`config.mk`:
```
export PLATFORM = sky130hd
export DESIGN_NAME = regfile
export DESIGN_NICKNAME = d
export VERILOG_FILES = /design/src/rtl/regfile_pkg.sv /design/src/rtl/decode5to32.sv /design/src/rtl/regfile_register32.sv /design/src/rtl/regfile.sv
export SDC_FILE = /design/constraint.sdc
export NUM_CORES = 2
export LEC_CHECK = 0
export ABC_AREA = 1
export CORE_ASPECT_RATIO = 1.25
export CORE_MARGIN = 2
export CORE_UTILIZATION = 34
export CTS_CLUSTER_SIZE = 30
export DETAILED_ROUTE_END_ITERATION = 7
export PLACE_DENSITY = 0.59
export SETUP_SLACK_MARGIN = 0.05
export SYNTH_ARGS = -nofsm -noshare
export SYNTH_HDL_FRONTEND = slang
export SYNTH_SLANG_ARGS = --single-unit
```
`constraint.sdc`:
```
create_clock -name clock -period 2.7 [get_ports clock]
set_input_delay 0.54 -clock clock [delete_from_list [all_inputs] [get_ports clock]]
set_output_delay 0.54 -clock clock [all_outputs]
set_load 0.005 [all_outputs]
```
`src/rtl/regfile_pkg.sv`:
```
// Shared sizing constants and the write-hit helper used by the register file
// read ports.
package regfile_pkg;

  localparam int REG_COUNT  = 32;
  localparam int REG_WIDTH  = 32;
  localparam int ADDR_WIDTH = 5;
  localparam logic [ADDR_WIDTH-1:0] ZERO_REG = '0;

  // True when a read address lands on a register that is being written in
  // this same cycle; reset and writes to r0 never count as a hit.
  function automatic logic isWriteHit(
    input logic                  writeEnable,
    input logic                  reset,
    input logic [ADDR_WIDTH-1:0] writeAddr,
    input logic [ADDR_WIDTH-1:0] readAddr
  );
    return writeEnable && !reset && (writeAddr != ZERO_REG) && (readAddr == writeAddr);
  endfunction

endpackage

```
`src/rtl/decode5to32.sv`:
```
// Binary-to-one-hot decoder: a 5-bit select drives exactly one of 32 outputs.
module decode5to32 (
  input  logic [4:0]  select_i,
  output logic [31:0] onehot_o
);

  assign onehot_o = 32'(1) << select_i;

endmodule

```
`src/rtl/regfile_register32.sv`:
```
// One 32-bit architectural register with synchronous clear and load enable.
module register32
  import regfile_pkg::*;
(
  input  logic                 clock,
  input  logic                 ctrl_reset,
  input  logic                 enable_i,
  input  logic [REG_WIDTH-1:0] data_i,
  output logic [REG_WIDTH-1:0] data_o
);

  logic [REG_WIDTH-1:0] data_q;
  logic [REG_WIDTH-1:0] data_d;

  always_comb begin
    data_d = data_q;
    if (enable_i) data_d = data_i;
  end

  // Clear takes priority so a write issued during reset is dropped.
  always_ff @(posedge clock) begin
    if (ctrl_reset) data_q <= '0;
    else            data_q <= data_d;
  end

  assign data_o = data_q;

endmodule

```
`src/rtl/regfile.sv`:
```
// 32x32 architectural register file: one write port, two combinational read
// ports, r0 hardwired to zero, optional same-cycle write-to-read bypass.
module regfile
  import regfile_pkg::*;
#(
  parameter bit BYPASS = 1'b0
) (
  input  logic                  clock,
  input  logic                  ctrl_reset,
  input  logic                  ctrl_writeEnable,
  input  logic [ADDR_WIDTH-1:0] ctrl_writeReg,
  input  logic [ADDR_WIDTH-1:0] ctrl_readRegA,
  input  logic [ADDR_WIDTH-1:0] ctrl_readRegB,
  input  logic [REG_WIDTH-1:0]  data_writeReg,
  output logic [REG_WIDTH-1:0]  data_readRegA,
  output logic [REG_WIDTH-1:0]  data_readRegB
);

  logic [REG_COUNT-1:0] decodedWrite;
  logic [REG_COUNT-1:0] writeEnables;
  logic [REG_WIDTH-1:0] regData [REG_COUNT];
  logic                 unusedZeroEnable;
  logic                 hitA;
  logic                 hitB;

  decode5to32 u_decode (
    .select_i (ctrl_writeReg),
    .onehot_o (decodedWrite)
  );

  assign writeEnables     = decodedWrite & {REG_COUNT{ctrl_writeEnable}};
  assign unusedZeroEnable = writeEnables[0];

  // r0 has no storage; only r1..r31 get a physical register.
  assign regData[0] = '0;

  for (genvar i = 1; i < REG_COUNT; i++) begin : gen_regs
    register32 u_reg (
      .clock      (clock),
      .ctrl_reset (ctrl_reset),
      .enable_i   (writeEnables[i]),
      .data_i     (data_writeReg),
      .data_o     (regData[i])
    );
  end

  assign hitA = BYPASS && isWriteHit(ctrl_writeEnable, ctrl_reset, ctrl_writeReg, ctrl_readRegA);
  assign hitB = BYPASS && isWriteHit(ctrl_writeEnable, ctrl_reset, ctrl_writeReg, ctrl_readRegB);

  always_comb begin
    data_readRegA = regData[ctrl_readRegA];
    if (hitA) data_readRegA = data_writeReg;
  end

  always_comb begin
    data_readRegB = regData[ctrl_readRegB];
    if (hitB) data_readRegB = data_writeReg;
  end

endmodule
```
; Word-level counts from Yosys, hierarchy flattened
; Cells that the tools add are included.
[classes]
shift = 1
bitwise_logic = 3
n_lt_le_gt_ge = 2
n_mux = 6
[ops]
columns = operator, n
row1 = $bmux W32 S5, 2
row2 = $mux W32, 4
row3 = $and A32 B32 Y32, 1
row4 = $shl A1 B5 Y32 const A, 1
row5 = $ge A6 B6 Y1 const B, 2
row6 = $not A5 Y6, 2
[word_totals]
wordCells = 43
reg_bits = 992

; Logic depth before layout (Yosys ltp)
[logic_depth]
depth_word = 4
depth_mapped = 13
depth_no_buf = 9

; Hierarchy
; From an unflattened synthesis, not the netlist that was laid out.
[unflattened]
hier_cells = 11332
area_unflattened_um2 = 63196.9
[modules_own_cells]
columns = module, instances, area_per_inst_um2, seq_area_each_um2, cells_per_inst
row1 = register32, 31, 1338.8, 640.6, 203
row2 = regfile, 1, 21321.7, 0.0, 4976
row3 = decode5to32, 1, 372.9, 0.0, 63

; Worst setup path after synthesis
; No wires, ideal clock.
[synth_timing]
path_kind = in2out
start = input port ctrl_readRegA[0]
end = output port data_readRegA[15]
required_ns = 2.160
path_stages = 12
arrival_ns = 1.767
setup_slack_ns = 0.393
n_path_buf = 3
path_cell_list = buf_2 -> inv_1 -> clkbuf_1 -> clkbuf_1 -> nand2_1 -> nand3_1 -> nand3_1 -> nand2_1 -> nand2_1 -> nand2_1 -> nand2_1 -> nand2_1
[synth_via]
elab_chain_cells = 4
[synth_rtl]
columns = element, line
row1 = start: declaration, regfile.sv:12  ; input logic [ADDR_WIDTH-1:0] ctrl_readRegA,
row2 = $not A5 Y6 (implied by the code), regfile.sv:51  ; data_readRegA = regData[ctrl_readRegA];
row3 = $bmux W32 S5, regfile.sv:51
row4 = $mux W32 (implied by the code) (2 in series), regfile.sv:51
row5 = end: declaration, regfile.sv:15  ; output logic [REG_WIDTH-1:0] data_readRegA,
; No other way between the ends. The select of a mux whose other input is x is not followed.

; Worst setup path in the final report
[layout_timing]
start = input port ctrl_readRegB[0]
end = output port data_readRegB[9]
[layout_via]
elab_chain_cells = 4
[layout_rtl]
columns = element, line
row1 = start: declaration, regfile.sv:13  ; input logic [ADDR_WIDTH-1:0] ctrl_readRegB,
row2 = $not A5 Y6 (implied by the code), regfile.sv:56  ; data_readRegB = regData[ctrl_readRegB];
row3 = $bmux W32 S5, regfile.sv:56
row4 = $mux W32 (implied by the code) (2 in series), regfile.sv:56
row5 = end: declaration, regfile.sv:16  ; output logic [REG_WIDTH-1:0] data_readRegB
; No other way between the ends. The select of a mux whose other input is x is not followed.

==> impl_metrics.sql <==
INSERT INTO impl_metrics (metric_group, metric, value, unit) VALUES
('critical_path', 'crit_path_start_kind', 'input port', ''),
('drt', 'drt_drc_violations_left', '0', ''),
('yosys', 'syn-mean-instance-area', '5.95', 'µm²'),
('finish', 'fin_nets', '9371', ''),
('finish', 'area.growth.synth_to_final', '30.0', '%'),
('clock_network', 'cts.clk_slew.worst_paths', '60', 'ps'),
('critical_path', 'reg2regPathDepth', '2', ''),
('drt', 'top_signal_layer_used', 'met5', ''),
('yosys', 'ffs_w_async_s_r_synth', '0', '%'),
('placed_design', 'routabilityCongestion', '0.962', ''),
('critical_path', 'worstReg2RegEnd', 'gen_regs[26].u_reg.data_o[17]', ''),
('power_and_ir_drop', 'power.sequential.fraction', '40.7', '%'),
('flow_run', 'cap_violations', '0', ''),
('power_and_ir_drop', 'internal_power', '25.9', 'mW'),
('power_and_ir_drop', 'p_comb_share', '16.1', '%'),
('grt', 'grt_residual_overflow', '0', ''),
('drt', 'vias_per_cell', '5.75', ''),
('drt', 'detailroute.wirelength.met2', '117', 'mm'),
('drt', 'met3_wl_post_dr', '30.8', 'mm'),
('status', 'violations', 'negative setup slack', ''),
('yosys', 'netlist_area', '0.0544', 'mm²'),
('drt', 'final_antenna_net_count', '0', ''),
('yosys', 'yosys_warning_total', '0', ''),
('grt', 'grt_use_total', '31.6', '%'),
('floorplanning', 'io_pins', '114', ''),
('power_and_ir_drop', 'power.clock.fraction', '43.2', '%'),
('yosys', 'synth.net_count', '9198', ''),
('floorplanning', 'initial_core_util', '34.1', '%'),
('floorplanning', 'floorplan.die.width', '362', 'µm'),
('drt', 'route.vias.total', '66000', ''),
('yosys', 'synth_top_cell_area_share', '36.5', '%'),
('grt', 'initial_antenna_violation_count', '9', ''),
('clock_network', 'root_buffer', 'clkbuf_16', ''),
('yosys', 'ys_seq_area_share', '36.5', '%'),
('timing', 'final_hold_viol_count', '0', ''),
('timing', 'setup_viol', '16', ''),
('critical_path', 'crit-reg2reg-launch', 'gen_regs[26].u_reg.data_o[17]', ''),
('drt', 'drt_wl_total', '272', 'mm'),
('grt', 'grt_pass1_wl', '394', 'mm'),
('critical_path', 'worst_setup_path_startpoint', 'ctrl_readRegB[0]', ''),
('clock_network', 'cts.sinks', '992', ''),
('timing', 'timing.clock.skew', '0', 'ps'),
('power_and_ir_drop', 'power_switching_share', '28.9', '%'),
('placed_design', 'place.detailed.hpwl', '167', 'mm'),
('finish', 'fillCellCount', '16000', ''),
('timing', 'layout_worst_path_cycle_share', '108', '%'),
('status', 'status', 'complete, but fails checks', ''),
('critical_path', 'data_required_time_of_the_worst_path', '2160', 'ps'),
('timing', 'rsz_0062_raised_after_global_routing', 'yes', ''),
('drt', 'detail_route.wl_per_cell', '23.6', 'µm'),
('power_and_ir_drop', 'switching_power', '10.5', 'mW'),
('finish', 'final_layout_size_suffix_gt1_share', '16.2', '%'),
('timing', 'finalWorstSetupSlack', '-221', 'ps'),
('drt', 'metal1_wirelength', '103', 'mm'),
('power_and_ir_drop', 'fin_total_pwr', '36.5', 'mW'),
('floorplanning', 'design.die.area', '0.163', 'mm²'),
('timing', 'period_needed', '2920', 'ps'),
('finish', 'largest_register_ffs', '992', ''),
('yosys', 'ys_types', '16', ''),
('yosys', 'ys_top_cells_by_count', '4245 x nand2_1, 1600 x nand3_1, 992 x dfxtp_1', ''),
('power_and_ir_drop', 'powerDensity', '515', 'mW/mm²'),
('critical_path', 'critPathArrivalTime', '2380', 'ps'),
('power_and_ir_drop', 'power_leakage', '27.5', 'nW'),
('worst_hold_path', 'hold_path_class', 'in2reg', ''),
('drt', 'length_of_the_first_detailed_routing_pass_in_iterations', '8', ''),
('placed_design', 'portBuffers', '113', ''),
('yosys', 'synth_cells', '9148', ''),
('critical_path', 'ff2ff_setup_slack', '1950', 'ps'),
('yosys', 'ys_top_cells_by_area', 'dfxtp_1 36%, nand2_1 29%, nand3_1 15%, a21oi_1 7.4%, clkbuf_1 4.6%', ''),
('clock_network', 'clock_insertion_delay_worst_skew', '750', 'ps'),
('yosys', 'most_instantiated_flip_flop_cell_in_the_synthesis_netlist', 'dfxtp_1', '');
[cells by family (layout without fill, tap and decap cells)]
logic type	after synthesis	count (layout)	share of synthesized area, %
AOI/OAI and AO/OA	960	960	9.56
other	0	5	0
DFF	992	992	36.5
and+or+nand+nor	6131	6131	46.3
buffers and inverters	1065	1325	7.62
[stage by stage]
step / std cells / setup TNS, ps / hold WS [ps] / setup WS, ps
final: 11500 / -1930 / 220 / -221
after global routing: 11500 / -3040 / 215 / -304
after CTS: 11400 / -3310 / 169 / -214
after detailed placement: 11100 / -18810 / 465 / -371
after global placement: 11100 / -18760 / 460 / -381
after floorplan: 9148 / 0 / 452 / 393
[what timing repair did]
action                                  in CTS  in global routing
endpoints found under the setup margin      64                 62
gates resized for setup                    397                395
pin swaps                                   50                170
gates cloned                                37                 23
setup buffers                               42                 52
[worst min-delay path by stage]
stage	cells after the start	endpoint	startpoint	slack, ps
floorplan	2	gen_regs[14].u_reg.data_o[0]	gen_regs[14].u_reg.data_o[0]	450
global placement	2	gen_regs[28].u_reg.data_o[7]	gen_regs[28].u_reg.data_o[7]	460
detailed placement	2	gen_regs[10].u_reg.data_o[23]	gen_regs[10].u_reg.data_o[23]	470
CTS	2	gen_regs[16].u_reg.data_o[13]	ctrl_reset	170
global route	2	gen_regs[18].u_reg.data_o[13]	ctrl_reset	220
finish	2	gen_regs[18].u_reg.data_o[13]	ctrl_reset	220
[layer usage]
metal	track usage (%)	vias to the layer above
met2	48.6	4355
met1	40.1	30700
met5	0	-
li1	-	29900
met3	6.40	1100
met4	20.7	4
[critical path, cell delays in order]
cell	delay (ps)
buf_16	150
buf_12	200
buf_12	220
nand2_1	80
nand3_1	80
nand3_1	90
nand2_1	80
nand2_1	80
nand2_1	80
nand2_1	60
nand2_2	140
clkdlybuf4s50_1	520
[final cells by class]
type / instances / area [µm²] / share of cell area [%]
clock inverters: 46 / 556 / 0.785
repair buffers: 895 / 11700 / 16.6
well taps: 2075 / 2600 / 3.67
clock buffers: 148 / 3080 / 4.35
repair inverters: 2 / 28.8 / 0.0407
diodes: 5 / 12.5 / 0.0177
multi-input cells: 7091 / 31800 / 45.0
flip-flops and latches: 992 / 20000 / 28.2
inverters: 234 / 972 / 1.37
[power by group through the flow]
stage	Combinational [mW]	Sequential (mW)	Clock [mW]
2_1_floorplan	2.43	15.1	0
3_3_place_gp	4.99	15.2	0
3_5_place_dp	5.00	15.2	0
4_1_cts	5.42	14.8	15.8
5_1_grt	6.11	14.8	16.4
6_report	5.88	14.8	15.7
[cell usage in the layout (no fill, tap or decap), drive strengths merged]
master         synthesis  final
buf                  166    785
clkdlybuf4s15          0      1
clkinv                 0     36
nor4                  32     32
a21oi                800    800
a211oi               160    160
inv                  234    234
nand2               4245   4245
dlymetal6s2s           0      5
dfxtp                992    992
bufbuf                 0      5
nand3               1601   1601
nor2                 212    212
bufinv                 0     11
clkinvlp               0      1
diode                  0      5
clkbuf               665    198
nor3                  41     41
clkdlybuf4s50          0     43
dlygate4sd2            0      6
Note: power is estimated with default switching activity, not from simulation.
